## config.mk

```make
export PLATFORM = sky130hd
export DESIGN_NAME = cpu_prog_feeder
export DESIGN_NICKNAME = d
export VERILOG_FILES = /design/src/rtl/cpu_prog_feeder_pkg.sv /design/src/rtl/cpu_prog_feeder_prog_ram.sv /design/src/rtl/cpu_prog_feeder.sv
export SDC_FILE = /design/constraint.sdc
export NUM_CORES = 1
export LEC_CHECK = 0
export BUFFER_PORTS_ARGS = -buffer_cell sky130_fd_sc_hd__buf_4
export CORE_MARGIN = 5
export CORE_UTILIZATION = 38
export DETAILED_ROUTE_END_ITERATION = 8
export PLACE_DENSITY = 0.55
export SLEW_MARGIN = 5
export SYNTH_ARGS = -nofsm -noshare
export SYNTH_HDL_FRONTEND = slang
export SYNTH_SLANG_ARGS = --single-unit
```

## constraint.sdc

```tcl
create_clock -name Clock -period 3.5 [get_ports Clock]
set_input_delay 0.175 -clock Clock [delete_from_list [all_inputs] [get_ports Clock]]
set_output_delay 0.175 -clock Clock [all_outputs]
set_load 0.01 [all_outputs]
```

## src/rtl/cpu_prog_feeder_pkg.sv

```systemverilog
// Shared definitions for the cpu program feeder: cpu opcodes and feeder state encodings.
package cpu_prog_feeder_pkg;

    // Opcode field DIN[8:6]; the cpu decoder uses the same values.
    typedef enum logic [2:0] {
        OpMv  = 3'b000,
        OpMvi = 3'b001,
        OpAdd = 3'b010,
        OpSub = 3'b011
    } opcode_e;

    typedef enum logic [2:0] {
        StIdle,
        StIssue,
        StImm,
        StWait,
        StHalt
    } state_e;

    // Outcome of the check made before every instruction issue.
    typedef enum logic [1:0] {
        PreIssue,
        PreHalt,
        PreFault
    } pre_e;

    function automatic logic [2:0] opcode_of(input logic [15:0] word);
        return word[8:6];
    endfunction

endpackage

```

## src/rtl/cpu_prog_feeder_prog_ram.sv

```systemverilog
// Program RAM: DEPTH x 16, synchronous write, combinational read.
module cpu_prog_feeder_prog_ram #(
    parameter int unsigned DEPTH = 64,
    parameter int unsigned AW    = 6
) (
    input  logic          clock,
    input  logic          we,
    input  logic [AW-1:0] waddr,
    input  logic [15:0]   wdata,
    input  logic [AW-1:0] raddr,
    output logic [15:0]   rdata
);

    logic [15:0] mem [DEPTH];

    always_ff @(posedge clock) begin
        if (we) begin
            mem[waddr] <= wdata;
        end
    end

    assign rdata = mem[raddr];

endmodule

```

## src/rtl/cpu_prog_feeder.sv

```systemverilog
// Feeds a loaded program to the cpu one instruction (plus mvi immediate) at a time,
// paced by the cpu's Done, with a watchdog that aborts on a stalled instruction.
module cpu_prog_feeder
    import cpu_prog_feeder_pkg::*;
#(
    parameter int unsigned DEPTH   = 64,
    parameter int unsigned AW      = 6,
    parameter int unsigned TIMEOUT = 15,
    parameter logic [2:0]  MVI_OP  = OpMvi
) (
    input  logic          Clock,
    input  logic          Reset,
    input  logic          Start,
    input  logic [AW:0]   Length,
    input  logic          wr_en,
    input  logic [AW-1:0] wr_addr,
    input  logic [15:0]   wr_data,
    input  logic          Done,
    output logic [15:0]   DIN,
    output logic          Run,
    output logic [AW:0]   PC,
    output logic          Busy,
    output logic          Halted,
    output logic          Error
);

    localparam int unsigned WdW       = $clog2(TIMEOUT + 1);
    localparam logic [WdW-1:0] WdLast = WdW'(TIMEOUT - 1);
    localparam logic [AW:0] DepthLen  = (AW + 1)'(DEPTH);

    state_e         state;
    logic [AW:0]    len;
    logic [WdW-1:0] wd;

    logic           wr_ok;
    logic           idle_like;
    logic           launch;
    logic [AW-1:0]  rd_addr;
    logic [15:0]    ram_word;
    logic [15:0]    rd_word;
    logic [AW:0]    len_in;
    logic [AW:0]    chk_pc;
    logic [AW:0]    chk_len;
    logic [AW+1:0]  chk_inc;
    pre_e           pre;

    assign wr_ok  = wr_en && !Busy;
    assign len_in = (Length > DepthLen) ? DepthLen : Length;

    cpu_prog_feeder_prog_ram #(
        .DEPTH (DEPTH),
        .AW    (AW)
    ) u_prog_ram (
        .clock (Clock),
        .we    (wr_ok),
        .waddr (wr_addr),
        .wdata (wr_data),
        .raddr (rd_addr),
        .rdata (ram_word)
    );

    // A launch from IDLE/HALT checks address 0 against the incoming Length.
    always_comb begin
        idle_like = (state == StIdle) || (state == StHalt);
        rd_addr   = idle_like ? '0 : PC[AW-1:0];
        chk_pc    = idle_like ? '0 : PC;
        chk_len   = idle_like ? len_in : len;
        chk_inc   = {1'b0, chk_pc} + 1'b1;
        // Forward a same-cycle write so a write issued alongside Start is seen.
        rd_word   = (wr_ok && (wr_addr == rd_addr)) ? wr_data : ram_word;
        if (chk_pc >= chk_len) begin
            pre = PreHalt;
        end else if ((opcode_of(rd_word) == MVI_OP) && (chk_inc >= {1'b0, chk_len})) begin
            pre = PreFault;
        end else begin
            pre = PreIssue;
        end
        launch = (idle_like && Start) || (((state == StImm) || (state == StWait)) && Done);
    end

    always_ff @(posedge Clock) begin
        if (Reset) begin
            state  <= StIdle;
            len    <= '0;
            wd     <= '0;
            DIN    <= '0;
            Run    <= 1'b0;
            PC     <= '0;
            Busy   <= 1'b0;
            Halted <= 1'b0;
            Error  <= 1'b0;
        end else begin
            Run <= 1'b0;
            unique case (state)
                StIdle, StHalt: begin
                    if (Start) begin
                        len   <= len_in;
                        PC    <= '0;
                        Error <= 1'b0;
                    end
                end
                StIssue: begin
                    if (opcode_of(DIN) == MVI_OP) begin
                        state <= StImm;
                        DIN   <= rd_word;
                        PC    <= PC + 1'b1;
                    end else begin
                        state <= StWait;
                    end
                end
                StImm: begin
                    if (!Done) begin
                        state <= StWait;
                    end
                end
                StWait: begin
                    if (Done) begin
                        wd <= '0;
                    end else if (wd == WdLast) begin
                        wd     <= '0;
                        state  <= StHalt;
                        Busy   <= 1'b0;
                        Halted <= 1'b1;
                        Error  <= 1'b1;
                    end else begin
                        wd <= wd + 1'b1;
                    end
                end
                default: state <= StIdle;
            endcase

            // Later assignments here override the PC/Error defaults set above.
            if (launch) begin
                unique case (pre)
                    PreIssue: begin
                        state  <= StIssue;
                        DIN    <= rd_word;
                        Run    <= 1'b1;
                        PC     <= chk_pc + 1'b1;
                        Busy   <= 1'b1;
                        Halted <= 1'b0;
                    end
                    PreHalt: begin
                        state  <= StHalt;
                        Busy   <= 1'b0;
                        Halted <= 1'b1;
                    end
                    PreFault: begin
                        state  <= StHalt;
                        Busy   <= 1'b0;
                        Halted <= 1'b1;
                        Error  <= 1'b1;
                    end
                    default: state <= StHalt;
                endcase
            end
        end
    end

endmodule

```

Word-level counts from Yosys, hierarchy flattened:

Memories as Yosys holds them, arrays and structs flattened.
Cells that the tools add are included.
Widths: inputs -> output; s select.

* mux-type cells: 44
* eq/ne operators: 14
* reduce and logical (&&, ||, !) cells: 16
* magnitude comparators: 3
* bitwise gates (word level): 1
* add/subtract/negate cells: 4

Operators by type and width (number)
* $mux 16: 5
* $mux 7: 7
* $mux 1: 17
* $mux 3: 5
* $add 7x1->7 const B: 2
* $pmux 7 s2: 1
* $pmux 3 s4: 1
* $eq 3x1->1 const B: 3
* $add 7x1->8 const B: 1
* $ge 8x7->1: 1
* $mux 4: 2
* $ge 7x7->1: 1
* $gt 7x7->1 const B: 1
* $eq 3x2->1 const B: 2
* $eq 6x6->1: 1
* $mux 6: 1
* $ne 3x3->1 const B: 2
* $pmux 1 s2: 3
* $reduce_or 2->1: 3
* $logic_and 1x1->1: 5
* $add 4x1->4 const B: 1
* $eq 4x4->1 const B: 1
* $mux 2: 2
* $reduce_and 4->1: 1
* 11 further kinds: 13

* logic and storage cells: 92
* output and inout port bits: 27
* memories kept: 1
* flip-flop bits (word level): 41
* memory bits (writable): 1024

Memory list
* u_prog_ram.mem: depth 64, bits a word 16, rd ports 1, clocked after memory_dff 0, write ports 1, line cpu_prog_feeder_prog_ram.sv:14 `logic [15:0] mem [DEPTH];`

Longest topological paths before layout:

* depth in word-level cells: 14
* depth in mapped cells: 20
* mapped depth without buffers: 14

Cells and area by module:

From an unflattened synthesis, not the netlist that was laid out.

* cell total of the unflattened synthesis: 2148
* area, all modules: 42529.5 um^2

By module, submodules not included
* cpu_prog_feeder_prog_ram: seq. area each 30749.5 um^2, cells each 1813, area each 39721.8 um^2, instances 1
* cpu_prog_feeder: seq. area each 820.8 um^2, cells each 335, area each 2807.7 um^2, instances 1

Worst setup path before layout:

No wires, ideal clock.

* kind: reg-to-reg
* start: register PC[0]
* end: register PC[4]
* period minus slack after synthesis: 3.856 ns
* path buffers: 7
* setup slack: -0.356 ns
* stages on the path, launching flop included: 19
* data arrival time: 3.729 ns
* cell sequence: dfxtp_1 -> buf_6 -> o21a_1 -> buf_2 -> buf_1 -> clkbuf_1 -> clkbuf_1 -> ha_1 -> and3_1 -> nand3_1 -> xnor2_1 -> ha_1 -> a211oi_1 -> a21oi_2 -> a31oi_2 -> buf_6 -> buf_6 -> mux2i_1 -> nor2_1

* cells in the longest elaborated chain, start to end: 11

Ends and longest elaborated chain
* start, declared: line cpu_prog_feeder.sv:21 `output logic [AW:0] PC,`
* start signal, assigned: line cpu_prog_feeder.sv:106 `PC <= PC + 1'b1;`
* start signal, assigned: line cpu_prog_feeder.sv:139 `PC <= chk_pc + 1'b1;`
* branches (longest 10 deep; another with $add 7x1->8)
* $mux 7 (*): line cpu_prog_feeder.sv:133 `if (launch) begin`

Mark *: on every way between the ends.
A chain may end at the register's enable or synchronous reset.

Worst setup path after layout:

* start: register state[1]
* end: register DIN[10]

* cells in the longest elaborated chain, start to end: 13

Ends and longest elaborated chain
* start, declared: line cpu_prog_feeder.sv:31 `state_e state;`
* start signal, assigned: line cpu_prog_feeder.sv:83 `state <= StIdle;`
* start signal, assigned: line cpu_prog_feeder.sv:104 `state <= StImm;`
* start signal, assigned: line cpu_prog_feeder.sv:108 `state <= StWait;`
* branches (longest 12 deep; another with $add 7x1->8)
* $mux 16 (*): line cpu_prog_feeder.sv:133
* end signal, assigned: line cpu_prog_feeder.sv:105 `DIN <= rd_word;`
* end signal, assigned: line cpu_prog_feeder.sv:137 `DIN <= rd_word;`
* end, declared: line cpu_prog_feeder.sv:19 `output logic [15:0] DIN,`

Marks and branches as above.

==> metrics.csv <==
metric,value,unit
outcome,completed,
count of cell types in the netlist,72,
R2R Path End,DIN[10]$_SDFF_PP0_,
Max VDD drop,0.407,mV
Clock transition at path regs,0.06,ns
clock tree buffer depth,3,
Total Wirelength,129,mm
number of I/O pins,61,
H-Tree Depth,3,
async set-reset flop share out of synthesis,0,%
# fillers,10000,
top-count cell post-synth,edfxtp_1,
mux contribution to synthesized area,2.66,%
multi-input combinational cell area,10700,sq um
number of synthesized register bits,1065,
hold depth,1,
Root Driver,clkbuf_16,
Die Y,347,um
All-Layer GR Usage,20.9,%
fin crit share,98.3,%
number of global-route vias before repair,27000,
largest family of logic cells by synthesized area,simple AND/OR/NAND/NOR gates,
crit end category,flop,
Area Overhead vs Synth,18.0,%
largest net degree at the start of global routing,72,
R2R Setup Slk,0.06,ns
synthesized-area fraction occupied by adder cells,0.521,%
Synth top cells by count,"1,024 x edfxtp_1, 560 x nand2_1, 228 x o21ai_0",
Power Density,591,nW/um^2
clock latency at the later pin of the worst-skew pair,0.70,ns
DR pass1 iterations,5,
antenna violations before repair,3,
Rel. slew slack,39.4,%
"Cell Area, Synth",43200,sq um
Tmin final,3.44,ns
ranking of synthesized cells by area,"edfxtp_1 71%, nand2_1 4.9%, o21ai_0 2.6%",
syn_nets,3202,
# clock sinks,1065,
worst slew pin tran,0.909,ns
vias,27900,
Synth area leader,edfxtp_1,
max cap viols,0,
final cell count without fillers,4983,
ratio of cells with drive above 1 in the final layout,16.1,%
Setup Skew,0.0228,ns
DR vias/cell,5.59,
DP HPWL,78.6,mm
CTS tree,built,
Routed WL per cell,25.9,um
DRC,0,
gr ovfl total,0,
hold_sp,wr_data[10],
critical path type,reg -> reg,
CTS Buf Count,112,
Syn Inst Count,3150,
Synth Area in Simple Gates,11.2,%
Worst Path Required,4.08,ns
YS warnings,0,
DIE AREA,121000,sq um
critical path arrival,4.02,ns
worst hold path endpoint,u_prog_ram.mem[48][10]$_DFFE_PP_,
storage element area,31600,sq um
"Avg Cell Area, Syn",13.7,sq um
hold_ws,0.0452,ns
fin nets,3448,
ANT cells,0,
leak pwr,16.9,nW
sequential fraction of the synthesis area,73.0,%
DP Area,47100,sq um
Inst Count DP,4756,
"Hold Vio Cnt, Final",0,
post-synthesis compound-gate area fraction,9.91,%
Iteration-0 DRC Markers,2686,
final RePlAce weighted congestion,0.851,
Die W,347,um
Antenna Nets Post-Route,0,
crit path launch type,flop,
worst r2r src,state[1]$_SDFFE_PP0P_,
Post-synth EDFFs,1024,
Port Buffer Count,60,
area share of the leading cell type in the synthesized netlist,71.1,%
final-report setup violation count,0,
worst hold path class,in -> reg,
R2R cell count,16,
Max Transition Viols Final,0,
post-route cell area,51000,sq um
"Max FO, Critical Path",19,
first-pass GRT wire length,189,mm
Synth Area in XOR/XNOR,0.162,%
initial core utilization,38.3,%
FP Rows,123,
fmax,291,MHz
Main synth FF type,edfxtp_1,
Core ar.,113000,sq um
## layout make-up
| cell class | instances | area share (%) |
|---|---|---|
| Timing Repair Buffer | 359 | 6.49 |
| Clock buffer | 154 | 5.89 |
| Tap cell | 1500 | 3.68 |
| Clock inverter | 47 | 0.825 |
| Sequential cell | 1065 | 61.9 |
| Inverter | 12 | 0.108 |
| Multi-Input combinational cell | 1846 | 21.1 |
## report_power, final
group	internal (mW)	switching [mW]	leakage, nW
registers	14.2	0.212	9.55
logic	1.71	2.76	5.67
clock network	6.41	4.86	1.66
## timing repair
action                     CTS  global route
setup endpoints to repair   23            26
hold buffers                17             0
hold endpoints to repair    32             0
cloned                       0             2
resized for setup           12            38
pin swaps                    0             5
buffers inserted             0             7
## state kept, by name, summed over array words and instances, names as in the netlist, named ones only
signal	cells
Halted	1
state	3
DIN	16
Error	1
wd	4
len	7
Run	1
u_prog_ram.mem	1024
PC	7
## placed cells by master (no fill, tap or decap), drive strengths merged, types with 19 or more instances in the layout
cell type	n
a211oi	20
a21oi	54
a311oi	78
a31oi	60
and3	68
buf	341
clkbuf	156
clkinv	37
dfxtp	41
edfxtp	1024
mux2	21
mux2i	91
nand2	560
nand3	159
nor2	138
nor3	56
o211ai	45
o21ai	236
o221ai	50
o22ai	19
## worst max path at each step
stage	start	endpoint	slack, ns
6_report	state[1]$_SDFFE_PP0P_	DIN[10]$_SDFF_PP0_	0.06
4_1_cts	state[1]$_SDFFE_PP0P_	DIN[10]$_SDFF_PP0_	-0.03
5_1_grt	state[1]$_SDFFE_PP0P_	DIN[1]$_SDFF_PP0_	-0.01
3_5_place_dp	state[1]$_SDFFE_PP0P_	DIN[10]$_SDFF_PP0_	-0.45
3_3_place_gp	state[1]$_SDFFE_PP0P_	DIN[10]$_SDFF_PP0_	-0.45
2_1_floorplan	PC[0]$_SDFF_PP0_	PC[4]$_SDFF_PP0_	0.02
## metal layers
metal  routed length (um)  vias up  GRT usage [%]
li1                     -    12500              -
met1                58000    14100           30.8
met2                58700     1043           32.4
met3                 9090      180           3.18
met4                 3360        2           5.76
met5                   10        -              0
## critical path: stages (launching register included)
cell      delay (ns)
dfxtp_2         0.35
buf_8           0.16
o21ai_4         0.20
buf_12          0.16
inv_8           0.07
buf_12          0.16
buf_4           0.16
nand2_1         0.08
a311oi_2        0.17
o21ai_2         0.32
buf_4           0.16
or4b_1          0.48
nand4_1         0.27
a21boi_0        0.22
buf_4           0.15
o211a_1         0.14
nor3_2          0.04
## kinds of logic after synthesis
logic type                 Yosys count
AOI/OAI and AO/OA                  638
xor gates and xnor gates             8
adders and majority gates           18
buffers and inverters              239
DFF                               1065
muxes                              112
and+or+nand+nor                   1070
## per-stage QoR
step / setup TNS (ns) / total power [mW] / setup WS [ns] / utilization, %
final: 0 / 30.1 / 0.0583 / 45.2
after global routing: -0.0126 / 31.2 / -0.0112 / 45.2
after CTS: -0.0345 / 30.2 / -0.0345 / 45.0
after detailed placement: -1.63 / 18.9 / -0.452 / 41.7
after global placement: -1.26 / 18.9 / -0.446 / 41.7
after floorplan: 0 / 16.8 / 0.0207 / -
Note: power is estimated with default switching activity, not from simulation.
